`config.mk`:
```
export PLATFORM = sky130hd
export DESIGN_NAME = seq_mul_n
export DESIGN_NICKNAME = d
export VERILOG_FILES = /design/src/rtl/mul_pkg.sv /design/src/rtl/cond_negate.sv /design/src/rtl/seq_mul_n.sv
export SDC_FILE = /design/constraint.sdc
export NUM_CORES = 1
export LEC_CHECK = 0
export CAP_MARGIN = 20
export CORE_ASPECT_RATIO = 0.8
export CORE_UTILIZATION = 30
export DETAILED_ROUTE_END_ITERATION = 8
export GPL_TIMING_DRIVEN = 0
export PLACE_DENSITY_LB_ADDON = 0.1
export SYNTH_ARGS = -nofsm -noshare
export SYNTH_HDL_FRONTEND = slang
export SYNTH_HIERARCHICAL = 1
export SYNTH_SLANG_ARGS = --single-unit
```
`constraint.sdc`:
```
create_clock -name clk -period 3 [get_ports clk]
set_input_delay 0.6 -clock clk [delete_from_list [all_inputs] [get_ports clk]]
set_output_delay 0.6 -clock clk [all_outputs]
set_load 0.05 [all_outputs]
```
`src/rtl/mul_pkg.sv`:
```
// Shared definitions for the iterative shift-add multiplier (seq_mul_n).
// Holds the controller state type and the step-counter width helpers.
package mul_pkg;

  // Controller states: idle, shift-add steps, sign fix-up, result presented.
  typedef enum logic [1:0] {
    IDLE = 2'd0,
    CALC = 2'd1,
    FIX  = 2'd2,
    DONE = 2'd3
  } state_t;

  // Operand width of the execution-unit instance and its step-counter width.
  localparam int unsigned DEFAULT_N = 32;
  localparam int unsigned CNT_W     = $clog2(DEFAULT_N);

  // Step-counter width for an arbitrary operand width: counts 0..n-1.
  function automatic int unsigned cnt_width(input int unsigned n);
    return $clog2(n);
  endfunction

endpackage

```
`src/rtl/cond_negate.sv`:
```
// Combinational two's-complement negate-if: y = neg ? -a : a (modulo 2^W).
// Used for operand magnitudes (W=N) and for the final sign fix (W=2N).
module cond_negate #(
  parameter int W = 32
) (
  input  logic         neg,
  input  logic [W-1:0] a,
  output logic [W-1:0] y
);

  assign y = neg ? (~a + W'(1)) : a;

endmodule

```
`src/rtl/seq_mul_n.sv`:
```
// Iterative shift-add multiplier: N x N -> 2N bits, signed or unsigned per op.
// Operation: magnitudes are multiplied over N CALC steps, the sign is applied
// in FIX, and the result is presented in DONE until acknowledged.
// Handshake: an op is accepted on an edge where start=1 and the block is IDLE,
// or is DONE with ack=1 (back-to-back). ready=1 marks a valid result; the
// consumer takes it by holding ack=1 for one edge. ack while ready=0 is ignored.
// Optional feature macro MUL_EARLY_TERM_EN: CALC ends as soon as the remaining
// multiplier bits are all zero (same result, shorter latency).
module seq_mul_n
  import mul_pkg::*;
#(
  parameter int N = 32
) (
  input  logic         clk,
  input  logic         reset,
  input  logic         start,
  input  logic         signed_mode,
  input  logic [N-1:0] multiplier,
  input  logic [N-1:0] multiplicand,
  input  logic         ack,
  output logic         busy,
  output logic         ready,
  output logic [N-1:0] product_upper,
  output logic [N-1:0] product_lower,
  output state_t       dbg_state
);

  localparam int CW = cnt_width(N);

  state_t         state;
  logic [N-1:0]   m;
  logic [2*N-1:0] b_sh;
  logic [2*N-1:0] acc;
  logic [2*N-1:0] result;
  logic [CW-1:0]  cnt;
  logic           neg;

  logic           accept;
  logic           calc_last;
  logic [N-1:0]   mag_a;
  logic [N-1:0]   mag_b;
  logic [2*N-1:0] fix_val;

  // |multiplier| and |multiplicand| when signed; raw operands otherwise.
  cond_negate #(.W(N)) u_neg_a (
    .neg (signed_mode & multiplier[N-1]),
    .a   (multiplier),
    .y   (mag_a)
  );

  cond_negate #(.W(N)) u_neg_b (
    .neg (signed_mode & multiplicand[N-1]),
    .a   (multiplicand),
    .y   (mag_b)
  );

  // Apply the product sign to the accumulated magnitude.
  cond_negate #(.W(2*N)) u_neg_fix (
    .neg (neg),
    .a   (acc),
    .y   (fix_val)
  );

  assign accept = start && ((state == IDLE) || ((state == DONE) && ack));

`ifdef MUL_EARLY_TERM_EN
  // Stop once N steps are done or no set multiplier bits remain after this step.
  assign calc_last = (cnt == CW'(N - 1)) || ((m >> 1) == '0);
`else
  // Always run exactly N steps.
  assign calc_last = (cnt == CW'(N - 1));
`endif

  // Controller and datapath: state transitions, shift-add steps, result capture.
  always_ff @(posedge clk or negedge reset) begin
    if (!reset) begin
      state  <= IDLE;
      m      <= '0;
      b_sh   <= '0;
      acc    <= '0;
      result <= '0;
      cnt    <= '0;
      neg    <= 1'b0;
    end else begin
      case (state)
        IDLE: ;
        CALC: begin
          if (m[0]) acc <= acc + b_sh;
          b_sh <= b_sh << 1;
          m    <= m >> 1;
          cnt  <= cnt + CW'(1);
          if (calc_last) state <= FIX;
        end
        FIX: begin
          result <= fix_val;
          state  <= DONE;
        end
        DONE: begin
          if (ack) state <= IDLE;
        end
        default: state <= IDLE;
      endcase
      // A new op overrides the IDLE hold or the DONE->IDLE return.
      if (accept) begin
        m     <= mag_a;
        b_sh  <= {{N{1'b0}}, mag_b};
        acc   <= '0;
        cnt   <= '0;
        neg   <= signed_mode & (multiplier[N-1] ^ multiplicand[N-1]);
        state <= CALC;
      end
    end
  end

  assign busy          = (state == CALC) || (state == FIX);
  assign ready         = (state == DONE);
  assign product_upper = result[2*N-1:N];
  assign product_lower = result[N-1:0];
  assign dbg_state     = state;

endmodule

```
* After elaboration in Yosys (flattened, before gate mapping)
Cells that the tools add are included.
Word-level totals: register bits after elaboration 232, output and inout port bits 68, word-level logic and storage cells 51
Cells by class: add/sub/neg operators 5, eq/ne operators 6, mux-type cells 16, bitwise logic cells 7, reductions and logical operators 10
Operator list (count):
- $mux 64 | 6
- $mux 32 | 4
- $add 32x1->32 const B | 2
- $add 64x1->64 const B | 1
- $add 64x64->64 | 1
- $not 32->32 | 2
- $not 64->64 | 1
- $mux 5 | 2
- $mux 2 | 3
- $pmux 2 s3 | 1
- $add 5x1->5 const B | 1
- $eq 5x5->1 const B | 1
- $eq 2x2->1 const B | 2
- $reduce_bool 2->1 | 2
- $reduce_bool 4->1 | 1
- $and 1x1->1 | 3
- $ne 3x2->1 const B | 1
- $ne 3x3->1 const B | 1
- $reduce_and 3->1 | 1
- $eq 2x1->1 const B | 1
- $logic_and 1x1->1 | 2
- $logic_not 2->1 | 1
- $logic_or 1x1->1 | 2
- $reduce_and 2->1 | 1
- $xor 1x1->1 | 1

* Depth between registers and ports, before layout
word-level depth 6, depth in mapped cells 11, gate-level depth less buffers 11

* Hierarchy
The synthesis kept the hierarchy.
By module, submodules not included:
- seq_mul_n | times used 1, cells an instance 1401, area an instance 13471.7 um2
- cond_negate (u_neg_fix) | times used 1, cells an instance 206, area an instance 1649.1 um2
- cond_negate (u_neg_a ...) | times used 2, cells an instance 99, area an instance 777.0 um2

* Worst setup path after synthesis
No wires, ideal clock.
path type register to register, start point register acc[0], end point register acc[62], library setup time 0.122 ns, arrival 3.123 ns, path slack -0.244 ns, cell stages (with the launch flop) 12, clock period less this slack 3.244 ns, cells stage by stage dfrtp_1 -> ha_1 -> fa_1 -> a211oi_1 -> o21ba_2 -> a21boi_1 -> a311oi_2 -> a31oi_1 -> o21ai_1 -> a21oi_1 -> or4_1 -> a32o_1
Between the ends: cells in the longest elaborated chain, start to end 4
RTL lines:
- start: declaration | RTL line seq_mul_n.sv:33 | logic [2*N-1:0] acc;
- start signal: assignment | RTL line seq_mul_n.sv:88 | if (m[0]) acc <= acc + b_sh;
- $add 64x64->64 | RTL line seq_mul_n.sv:88
- $mux 64 | RTL line seq_mul_n.sv:88
- $mux 64 | RTL line seq_mul_n.sv:85 | case (state)
- $mux 64 | RTL line seq_mul_n.sv:104 | if (accept) begin
No other way between the ends. The select of a mux whose other input is x is not followed. A chain may end at the register's enable or synchronous reset.

* Worst setup path in the final report
start point register b_sh[27], end point register acc[61]
Between the ends: cells in the longest elaborated chain, start to end 4
RTL lines:
- start: declaration | RTL line seq_mul_n.sv:32 | logic [2*N-1:0] b_sh;
- start signal: assignment | RTL line seq_mul_n.sv:89 | b_sh <= b_sh << 1;
- start signal: assignment | RTL line seq_mul_n.sv:106 | b_sh <= {{N{1'b0}}, mag_b};
- $add 64x64->64 | RTL line seq_mul_n.sv:88
- $mux 64 | RTL line seq_mul_n.sv:88
- $mux 64 | RTL line seq_mul_n.sv:85
- $mux 64 | RTL line seq_mul_n.sv:104
No other way between the ends. The select of a mux whose other input is x is not followed.

==> impl_results.md <==
- Pre-CTS WS: -1.04 ns
- Largest net degree at the start of global routing: 110
- Clk pwr share: 0.161
- Met1 usage: 0.302
- Leading cell type by number of instances after synthesis: dfrtp_1
- Die Wd: 266 µm
- Crit Path Max Fanout: 7
- Post-synth top area share: 0.348
- Routability Congestion: 0.865
- Post-synth cell types: 94
- Yosys top cell by area: dfrtp_1
- Clock period minus worst slack: 3.16 ns
- Yosys warnings: 6
- Slew Limit Headroom: 0.366
- H-tree Lvls: 1
- Final Util: 0.395
- Average cell area after synthesis: 9.24 µm²
- Syn Nets: 1,949
- Buffers on Ports: 136
- Layout Skew: 0.0148 ns
- Routed Antenna Nets: 0
- Lkg Pwr: 0.00875 µW
- Most used routing layer in global routing: met1
- Core area: 54,400 µm²
- Rows: 76
- Worst min path class: in2async
- Fin nets: 2,178
- Startpoint type of the worst setup path: flop
- Post-synth ARST share: 1.00
- Detailed Place HPWL: 42.2 mm
- Die Span Y: 213 µm
- Total CTS buffers: 29
- Worst r2r dst: acc[61]
- Final WL: 54.4 mm
- Reg2reg start: b_sh[27]
- Critical Path Sink: acc[61]
- Layout cell share with drive strength beyond 1: 0.203
- Failing checks: setup timing
- Number of flops mapped to enable cells by yosys: 0
- Worst setup margin: -0.165 ns
- Die area: 56,500 µm²
- Outcome: finished with violations
- Met3 Use GR: 0.0285
- Grt total ovfl: 0
- Antenna diode count: 0
- Least-Margin Pin Slew: 0.952 ns
- First-pass GRT wire length: 84.4 mm
- Root Buffer: clkbuf_16
- Pwr/cell area: 976 nW/µm²
- Vias: 14,300
- Commonest cells in the netlist: 232 x dfrtp_1, 217 x nand2_1, 145 x xnor2_1, 139 x o21ai_0, 114 x a21oi_1
- Internal power: 11,300 µW
- RSZ-0062 raised after global routing: true
- DRT Pass-1 Iters: 5
- GR Layer Usage met2: 0.272
- Setup tns final: -1.03 ns
- Clk sinks: 232
- Post-Syn Area: 16,700 µm²
- CTS tree: yes
- Worst EP arrival: 3.66 ns
- Routed vias/inst: 5.13
- Net Switching: 9610 µW
- Initial antenna violation count: 2
- GR Util All Layers: 0.192
- Number of global-route vias before repair: 14,000
- CP endpoint kind: flop
- Mapped Cells: 1,805
- Drt initial violations: 993
- Worst skew pair latency: 0.57 ns
- Worst Reg2Reg Path Length in Cells: 11
- Critical Path Source: b_sh[27]
- Maximum clock insertion buffer count: 3
- Reg2reg setup slack: -0.16 ns
- Endpoints failing hold: 0
- Area growth syn-to-layout: 28.7%
- Kind of critical path: reg2reg
- Seq pwr share: 0.262
- WL/cell: 19.5 µm
- Clock transition at the registers of the reported paths: 0.06 ns
- Worst vdd ir: 0.458 mV
- Final setup violating endpoints: 11
- Sequential area share after synthesis: 0.348
- Ys flop type: dfrtp_1
- Logic gate share of total power: 0.577
- Number of synthesized register bits: 232
- Maxcap violations: 0
- Crit share post-route: 1.05
- Area contributors post-synth: dfrtp_1 35%, xnor2_1 7.6%, mux2i_1 5.8%
- Fin. max-slew vios: 0
- Initial core utilization: 0.307
- DRC viols: 0
- Achievable frequency: 316 MHz
- Fillers: 5,504
- Worst EP required: 3.50 ns
- Io pins: 137
- Sw frac: 0.459
-- layer usage --
| metal | routed length, µm | part of all wire | vias up |
|---|---|---|---|
| met5 | 25 | 0.00046 | - |
| met4 | 976 | 0.018 | 4 |
| met3 | 2760 | 0.051 | 49 |
| met2 | 22000 | 0.40 | 317 |
| met1 | 28700 | 0.53 | 6896 |
| li1 | - | - | 7069 |
-- final cells by class --
cell class | instances | area (µm²) | area share
inverter | 31 | 116 | 0.00542
multi-input combinational | 1443 | 11300 | 0.526
tap | 741 | 927 | 0.0432
sequential | 232 | 5850 | 0.273
timing repair buffer | 210 | 1990 | 0.0927
buffer | 87 | 373 | 0.0174
clock inverter | 7 | 95.1 | 0.00443
clock buffer | 42 | 815 | 0.0380
-- state kept, by name (all words and copies together) (netlist names) --
name	count
acc	64
b_sh	64
cnt	5
dbg_state	2
m	32
neg	1
result	64
-- cell families (layout without fill, tap and decap cells) --
group,after synthesis,after routing,synth area share
and+or+nand+nor,536,536,0.169
AOI/OAI and AO/OA,505,505,0.207
DFF,232,232,0.348
xor gates and xnor gates,166,166,0.0872
muxes,161,161,0.101
buffers and inverters,130,377,0.0309
adders and majority gates,75,75,0.0567
-- stage by stage --
stage	area, µm²	std cells	hold WS, ns	total power (µW)
after CTS	20800	2763	0.477	20300
after global placement	19000	2682	0.489	16000
after detailed placement	19000	2684	0.497	16100
after global routing	21500	2793	0.494	22400
after floorplan	16700	1805	0.304	12700
final	21500	2793	0.491	20900
-- timing repair --
| action | CTS | global route |
|---|---|---|
| hold buffers | 1 | 0 |
| setup endpoints to repair | 111 | 44 |
| pin swaps | 33 | 54 |
| gates resized for setup | 142 | 92 |
| setup buffers | 37 | 35 |
| endpoints found under the hold margin | 33 | 0 |
-- worst min-delay path by stage --
stage / startpoint / end / slack (ns) / cells past startpoint
2_1_floorplan: reset / acc[0] / 0.30 / 0
3_3_place_gp: result[33] / result[33] / 0.49 / 1
3_5_place_dp: reset / b_sh[4] / 0.50 / 1
4_1_cts: reset / b_sh[4] / 0.48 / 2
5_1_grt: reset / b_sh[5] / 0.49 / 2
6_report: reset / b_sh[4] / 0.49 / 2
-- critical path: stages (launching register included) --
cell and delay, ns:
dfrtp_1 0.42, ha_4 0.28, buf_6 0.11, inv_2 0.04, or3_4 0.37, or4_4 0.44, o221ai_4 0.20, a31oi_4 0.08
o311ai_4 0.35, nand3_2 0.19, or4_1 0.51, nand3_1 0.10
-- layout by cell type (no fill, tap or decap), types with 10 or more instances in the layout --
cell type        Yosys  routed
a211oi_1            15      10
a21o_1              52      52
a21oi_1            114      95
a21oi_2              0      13
and2_1              11      10
buf_1               10      10
buf_4                3      67
buf_6                1      11
clkbuf_1            78      75
clkbuf_16            0      29
clkdlybuf4s50_1      0     134
dfrtp_1            232     193
dfrtp_2              0      39
ha_1                74      41
ha_4                 0      29
inv_1               31      30
mux2_2              64      64
mux2i_1             97      97
nand2_1            217     209
nand3_1             30      28
nand4_1             25      25
nor2_1             105     100
nor3_1              17      13
nor4_4               9      10
o21ai_0            139     129
o21ai_1             12      14
o21bai_1            14      14
o31ai_1             44      41
o41ai_1             18      18
o41ai_2             12      12
or3_1               22      20
or4_1               12      11
xnor2_1            145     144
xor2_1              21      20
-- power by group through the flow --
stage	Clock, µW	Combinational [µW]	Sequential [µW]
6_report	3370	12100	5490
3_5_place_dp	0	10600	5470
4_1_cts	3490	11400	5470
5_1_grt	3610	13100	5640
2_1_floorplan	0	6540	6180
3_3_place_gp	0	10600	5450
Note: power is estimated with default switching activity, not from simulation.
